**config.mk**
```make
export PLATFORM = sky130hd
export DESIGN_NAME = frame_capture_ctrl
export DESIGN_NICKNAME = d
export VERILOG_FILES = /design/src/rtl/frame_capture_ctrl.sv
export SDC_FILE = /design/constraint.sdc
export NUM_CORES = 1
export LEC_CHECK = 0
export ABC_AREA = 0
export ABC_CLOCK_PERIOD_IN_PS = 2300
export BUFFER_PORTS_ARGS = -buffer_cell sky130_fd_sc_hd__buf_4
export CORE_MARGIN = 1.5
export CORE_UTILIZATION = 50
export DETAILED_ROUTE_END_ITERATION = 10
export GPL_TIMING_DRIVEN = 0
export PLACE_DENSITY = 0.75
export SLEW_MARGIN = 10
export SYNTH_ARGS = -nofsm -noshare
export SYNTH_HDL_FRONTEND = slang
export SYNTH_SLANG_ARGS = --single-unit
export TNS_END_PERCENT = 5
```
**constraint.sdc**
```tcl
create_clock -name pclk -period 2.3 [get_ports pclk]
set_input_delay 0.345 -clock pclk [delete_from_list [all_inputs] [get_ports pclk]]
set_output_delay 0.345 -clock pclk [all_outputs]
set_load 0.02 [all_outputs]
```
**src/rtl/frame_capture_ctrl.sv**
```systemverilog
// rtl/frame_capture_ctrl.sv - camera frame capture FSM into a frame buffer; define FRAME_CAPTURE_DECIMATE_EN for 2:1 decimation
module frame_capture_ctrl #(
    parameter int H_PIX   = 320,
    parameter int V_LINES = 240,
    parameter int ADDR_W  = 17
) (
    input  logic              pclk,
    input  logic              rst,
    input  logic              vsync,
    input  logic              href,
    input  logic [7:0]        d,
    input  logic              mode,
    input  logic              start,
    input  logic              freeze,
    output logic [ADDR_W-1:0] addr,
    output logic [11:0]       dout,
    output logic              we,
    output logic              busy,
    output logic              frame_done,
    output logic [7:0]        frame_cnt,
    output logic              ovf
);
    localparam int TOTAL = H_PIX * V_LINES;
    // pixel index is one bit wider so a buffer filling the whole address space still has a distinct full value
    localparam logic [ADDR_W:0]   FULL_IDX = (ADDR_W + 1)'(TOTAL);
    localparam logic [ADDR_W-1:0] LAST     = ADDR_W'(TOTAL - 1);

    typedef enum logic [1:0] {IDLE, ARM, CAPTURE, DONE} state_t;

    state_t          state;
    logic            vs_r, vs_prev, href_r;
    logic [7:0]      d_r;
    logic            phase;
    logic [3:0]      r_hold;
    logic [ADDR_W:0] pix_idx;
    logic            vs_rise;
    logic            keep;

    assign vs_rise = vs_r & ~vs_prev;

`ifdef FRAME_CAPTURE_DECIMATE_EN
    logic href_prev, col_odd, line_odd;
    assign keep = ~col_odd & ~line_odd;
`else
    assign keep = 1'b1;
`endif

    always_ff @(posedge pclk) begin
        if (rst) begin
            state      <= IDLE;
            vs_r       <= 1'b0;
            vs_prev    <= 1'b0;
            href_r     <= 1'b0;
            d_r        <= 8'd0;
            phase      <= 1'b0;
            r_hold     <= 4'd0;
            pix_idx    <= '0;
            addr       <= '0;
            dout       <= 12'd0;
            we         <= 1'b0;
            busy       <= 1'b0;
            frame_done <= 1'b0;
            frame_cnt  <= 8'd0;
            ovf        <= 1'b0;
`ifdef FRAME_CAPTURE_DECIMATE_EN
            href_prev  <= 1'b0;
            col_odd    <= 1'b0;
            line_odd   <= 1'b0;
`endif
        end else begin
            vs_r       <= vsync;
            vs_prev    <= vs_r;
            href_r     <= href;
            d_r        <= d;
            we         <= 1'b0;
            frame_done <= 1'b0;
`ifdef FRAME_CAPTURE_DECIMATE_EN
            href_prev  <= href_r;
`endif
            case (state)
                IDLE: begin
                    if ((!mode && !freeze) || (mode && start)) begin
                        state <= ARM;
                        busy  <= 1'b1;
                    end
                end
                ARM: begin
                    if (freeze) begin
                        state <= IDLE;
                        busy  <= 1'b0;
                    end else if (vs_rise) begin
                        state   <= CAPTURE;
                        pix_idx <= '0;
                        addr    <= '0;
                        phase   <= 1'b0;
`ifdef FRAME_CAPTURE_DECIMATE_EN
                        col_odd  <= 1'b0;
                        line_odd <= 1'b0;
`endif
                    end
                end
                CAPTURE: begin
                    if (vs_rise) begin
                        state      <= DONE;
                        busy       <= 1'b0;
                        frame_done <= 1'b1;
                        frame_cnt  <= frame_cnt + 8'd1;
                        phase      <= 1'b0;
                    end else begin
                        if (href_r) begin
                            phase <= ~phase;
                            if (!phase) begin
                                r_hold <= d_r[3:0];
                            end else begin
`ifdef FRAME_CAPTURE_DECIMATE_EN
                                col_odd <= ~col_odd;
`endif
                                if (keep) begin
                                    if (pix_idx == FULL_IDX) begin
                                        ovf  <= 1'b1;
                                        addr <= LAST;
                                    end else begin
                                        we      <= 1'b1;
                                        addr    <= pix_idx[ADDR_W-1:0];
                                        dout    <= {r_hold, d_r};
                                        pix_idx <= pix_idx + 1'b1;
                                    end
                                end
                            end
                        end else begin
                            phase <= 1'b0;
                        end
`ifdef FRAME_CAPTURE_DECIMATE_EN
                        if (href_prev && !href_r) begin
                            line_odd <= ~line_odd;
                            col_odd  <= 1'b0;
                        end
`endif
                    end
                end
                DONE: begin
                    // the vs_rise that closed the last frame also opens the next one
                    if (!mode && !freeze) begin
                        state   <= CAPTURE;
                        busy    <= 1'b1;
                        pix_idx <= '0;
                        addr    <= '0;
                        phase   <= 1'b0;
`ifdef FRAME_CAPTURE_DECIMATE_EN
                        col_odd  <= 1'b0;
                        line_odd <= 1'b0;
`endif
                    end else begin
                        state <= IDLE;
                    end
                end
                default: state <= IDLE;
            endcase
        end
    end
endmodule

```
==> run_results.csv <==
group,metric,value,unit
detailed_routing,vias_per_cell,5.73,
logic_synthesis,synth.most_common_cell,"dfxtp_1",
logic_synthesis,synth_cells,377,
hold_path,hold_class,"primary input to flop",
global_routing,grt_pass1_wl,13500,um
logic_synthesis,syn-cell-area,3390,sq um
pwr,ir_drop,0.501,mV
placed_design,dp_slack,-0.461,ns
logic_synthesis,ys_async_sr_fraction,0,%
floorplan,dieArea,7290,sq um
placed_design,port_buffers,55,
final_layout,post-route-util,66.6,%
pwr,pwr-share-comb,14.9,%
setup_path,path_class,"flop to flop",
pwr,power.total,2780,uW
floorplan,io_pins,56,
clock_network,numCtsBuffers,9,
setup_path,worst-path-buf-inv,2,
logic_synthesis,synth_commonest_cells,"77 x dfxtp_1, 42 x nor2_1, 40 x nand2_1",
clock_network,tritoncts,"built",
detailed_routing,drt_iter0_drc,248,
final_layout,drive_above_1_share,25.7,%
global_routing,antenna_found_initial,0,
clock_network,h-tree-depth,3,
setup_path,reg2reg_slack,-0.08,ns
hold_path,min_from,"d[3]",
setup_path,reg2reg_from,"pix_idx[1]",
global_routing,track_usage,23.5,%
detailed_routing,drc,0,
logic_synthesis,synth_edf_count,0,
pwr,seq_power_share,48.9,%
pwr,p_sw_share,27.6,%
setup_path,path_depth,8,
setup_path,slowest_stage,"or4_4",
placed_design,dpl.hpwl,5690,um
logic_synthesis,synth_ff_type,"dfxtp_1",
global_routing,grt_overflow,0,
timing,relSlewSlack,53.7,%
setup_path,slowest_delay,0.58,ns
setup_path,cp_data_arrival_time,2.58,ns
pwr,cellPowerDensity,645,nW/um^2
hold_path,worstHoldPathCells,2,
logic_synthesis,ys_types,55,
setup_path,cp_top_family,"simple AND/OR/NAND/NOR gates",
clock_network,clk_pin_slew,0.08,ns
logic_synthesis,yosysWarnings,0,
setup_path,crit_required,2.51,ns
timing,hold_viol_final,0,
final_layout,diodes,0,
clock_network,worstSkewPairLatency,0.35,ns
logic_synthesis,syn_nets,400,
final_layout,final_area,4300,sq um
timing,fmax,420,MHz
pwr,p_leak,0.00164,uW
detailed_routing,wl_per_cell,15.5,um
clock_network,root_buffer,"clkbuf_8",
timing,finalMaxSlewViolations,0,
outcome,violations,"negative setup slack",
logic_synthesis,yosysTopAreaCellShare,45.4,%
logic_synthesis,synth_area_per_cell,9.00,sq um
flow_run,drv_cap,0,
final_layout,fin_nets,470,
timing,layout_setup_ws,-0.0796,ns
global_routing,grt_pass1_vias,2851,
floorplan,core_area,6460,sq um
global_routing,grt_max_degree,14,
logic_synthesis,synth_area_leaders,"dfxtp_1 45%, mux2i_1 5.3%, nor2_1 4.6%, a21oi_1 4.6%, nand2_1 4.4%",
clock_network,cts_buffer_depth,2,
setup_path,r2r-end,"pix_idx[8]",
setup_path,startpoint_type,"flop",
timing,finalCritPeriodShare,103,%
detailed_routing,routed_wl,8220,um
floorplan,die_w,85.4,um
logic_synthesis,synth_seq_area_share,45.4,%
placed_design,place_area,3900,sq um
outcome,outcome,"complete, but fails checks",
detailed_routing,vias,3031,
setup_path,r2r_cells,8,
timing,fin_worst_skew,0.00688,ns
timing,setup_viol,13,
logic_synthesis,synth_top_cell_by_area,"dfxtp_1",
logic_synthesis,ys_ff_latch,77,
detailed_routing,ant_nets,0,
placed_design,dp.cells,509,
floorplan,initial_core_util,52.6,%
floorplan,die_h,85.4,um
final_layout,area_growth,26.7,%
placed_design,gp_congestion,0.943,
pwr,internal-power,2010,uW
pwr,power_switching,765,uW
setup_path,crit_chain,"inv_4, ha_4, or4b_4, or4_4, o211a_4, buf_6, a31oi_1, nor3_1",
floorplan,rows,29,
timing,tightest_slew,0.694,ns
timing,rsz0062_at_grt,"true",
setup_path,crit_fanout,5,
setup_path,end_kind,"flop",
timing,fin_crit,2.38,ns
pwr,p_clk_share,36.1,%
hold_path,hold_end,"d_r[3]",
clock_network,cts.sinks,77,
final_layout,finalNonFillerCells,529,
detailed_routing,first_pass_iters,5,
## how the worst max path moves through the flow
stage / from / to / slack, ns
floorplan: state[1] / addr[4] / 0.04
global placement: state[1] / addr[1] / -0.36
detailed placement: state[1] / addr[3] / -0.46
CTS: pix_idx[1] / pix_idx[5] / -0.06
global route: pix_idx[1] / pix_idx[7] / -0.13
finish: pix_idx[1] / pix_idx[8] / -0.08
## area by class of cell
cell class                      instances  area (sq um)
Clock inverter                          6          61.3
Timing Repair Buffer                   62           469
Buffer                                 19           108
Fill cell                             549          2160
Clock buffer                           10           128
Inverter                                9          36.3
Multi-Input combinational cell        269          1850
Sequential cell                        77          1550
Tap cell                               77          96.3
## metal layers
metal  track usage (%)  vias up  share of wire, %
li1                  -     1481                 -
met1              28.7     1411                43
met2              39.2      112                47
met3              5.35       27               6.7
met4              11.4        0               3.1
met5                 0        -                 0
## kinds of logic (layout without fill, tap and decap cells)
family / count (synthesis) / count (layout) / share of synthesized area, %
multiplexers: 18 / 18 / 5.31
XOR/XNOR: 7 / 7 / 1.81
AND/OR/NAND/NOR: 152 / 152 / 22.8
AO/OA/AOI/OAI: 84 / 84 / 17.9
buffers and inverters: 31 / 106 / 3.83
adder cells (fa/ha/maj): 8 / 8 / 2.95
flip-flops: 77 / 77 / 45.4
## sequential cells by signal, summed over array words and instances (netlist names)
register,cells
vs_r,1
phase,1
d_r,8
r_hold,4
vs_prev,1
busy,1
href_r,1
ovf,1
frame_done,1
we,1
dout,12
state,2
frame_cnt,8
pix_idx,18
addr,17
## cells in the final DEF, fill, tap and decap left out, types with 3 or more instances in the layout
| cell type | synthesis | routed |
|---|---|---|
| buf_6 | 1 | 4 |
| or3_1 | 5 | 5 |
| a21oi_1 | 31 | 30 |
| or4_1 | 4 | 4 |
| clkinv_2 | 0 | 3 |
| nor2b_1 | 16 | 16 |
| o211ai_1 | 11 | 11 |
| nor2_1 | 42 | 41 |
| clkbuf_1 | 15 | 12 |
| clkbuf_8 | 0 | 10 |
| a21boi_1 | 3 | 3 |
| nand2_1 | 40 | 39 |
| buf_4 | 1 | 62 |
| ha_1 | 8 | 5 |
| o31ai_1 | 5 | 4 |
| buf_1 | 3 | 3 |
| and3_1 | 5 | 5 |
| o21ai_0 | 5 | 5 |
| nor3_1 | 5 | 5 |
| dfxtp_1 | 77 | 73 |
| nand3_1 | 12 | 12 |
| a21o_1 | 4 | 4 |
| mux2i_1 | 18 | 18 |
| nand4_1 | 6 | 6 |
| inv_1 | 9 | 7 |
| xor2_1 | 6 | 6 |
## worst reg2reg max path: cells and delay by family, from the launching register on
kind                     cells  cell delay [ns]
buffers and inverters        2             0.19
adder cells (fa/ha/maj)      1             0.11
AND/OR/NAND/NOR              3             1.14
flip-flops                   1             0.35
AO/OA/AOI/OAI                2             0.44
## power by group through the flow
stage	registers (uW)	clock network, uW	logic (uW)
global route	1360	1080	442
detailed placement	1390	0	328
floorplan	1390	0	228
global placement	1390	0	324
CTS	1360	1010	385
finish	1360	1000	415
## through the flow
| stage | TNS (ns) | hold slack, ns |
|---|---|---|
| final | -0.578 | 0.203 |
| after global routing | -1.39 | 0.199 |
| after CTS | -0.488 | 0.195 |
| after detailed placement | -8.23 | 0.446 |
| after global placement | -6.88 | 0.443 |
| after floorplan | 0 | 0.440 |
## timing repair
action / 4_1_cts / 5_1_grt
cloned: 1 / 0
hold buffers: 0 / 0
setup buffers: 6 / 0
endpoints found under the setup margin: 43 / 44
pin swaps: 10 / 11
gates resized for setup: 21 / 20
Power figures use the tool's default switching activity.
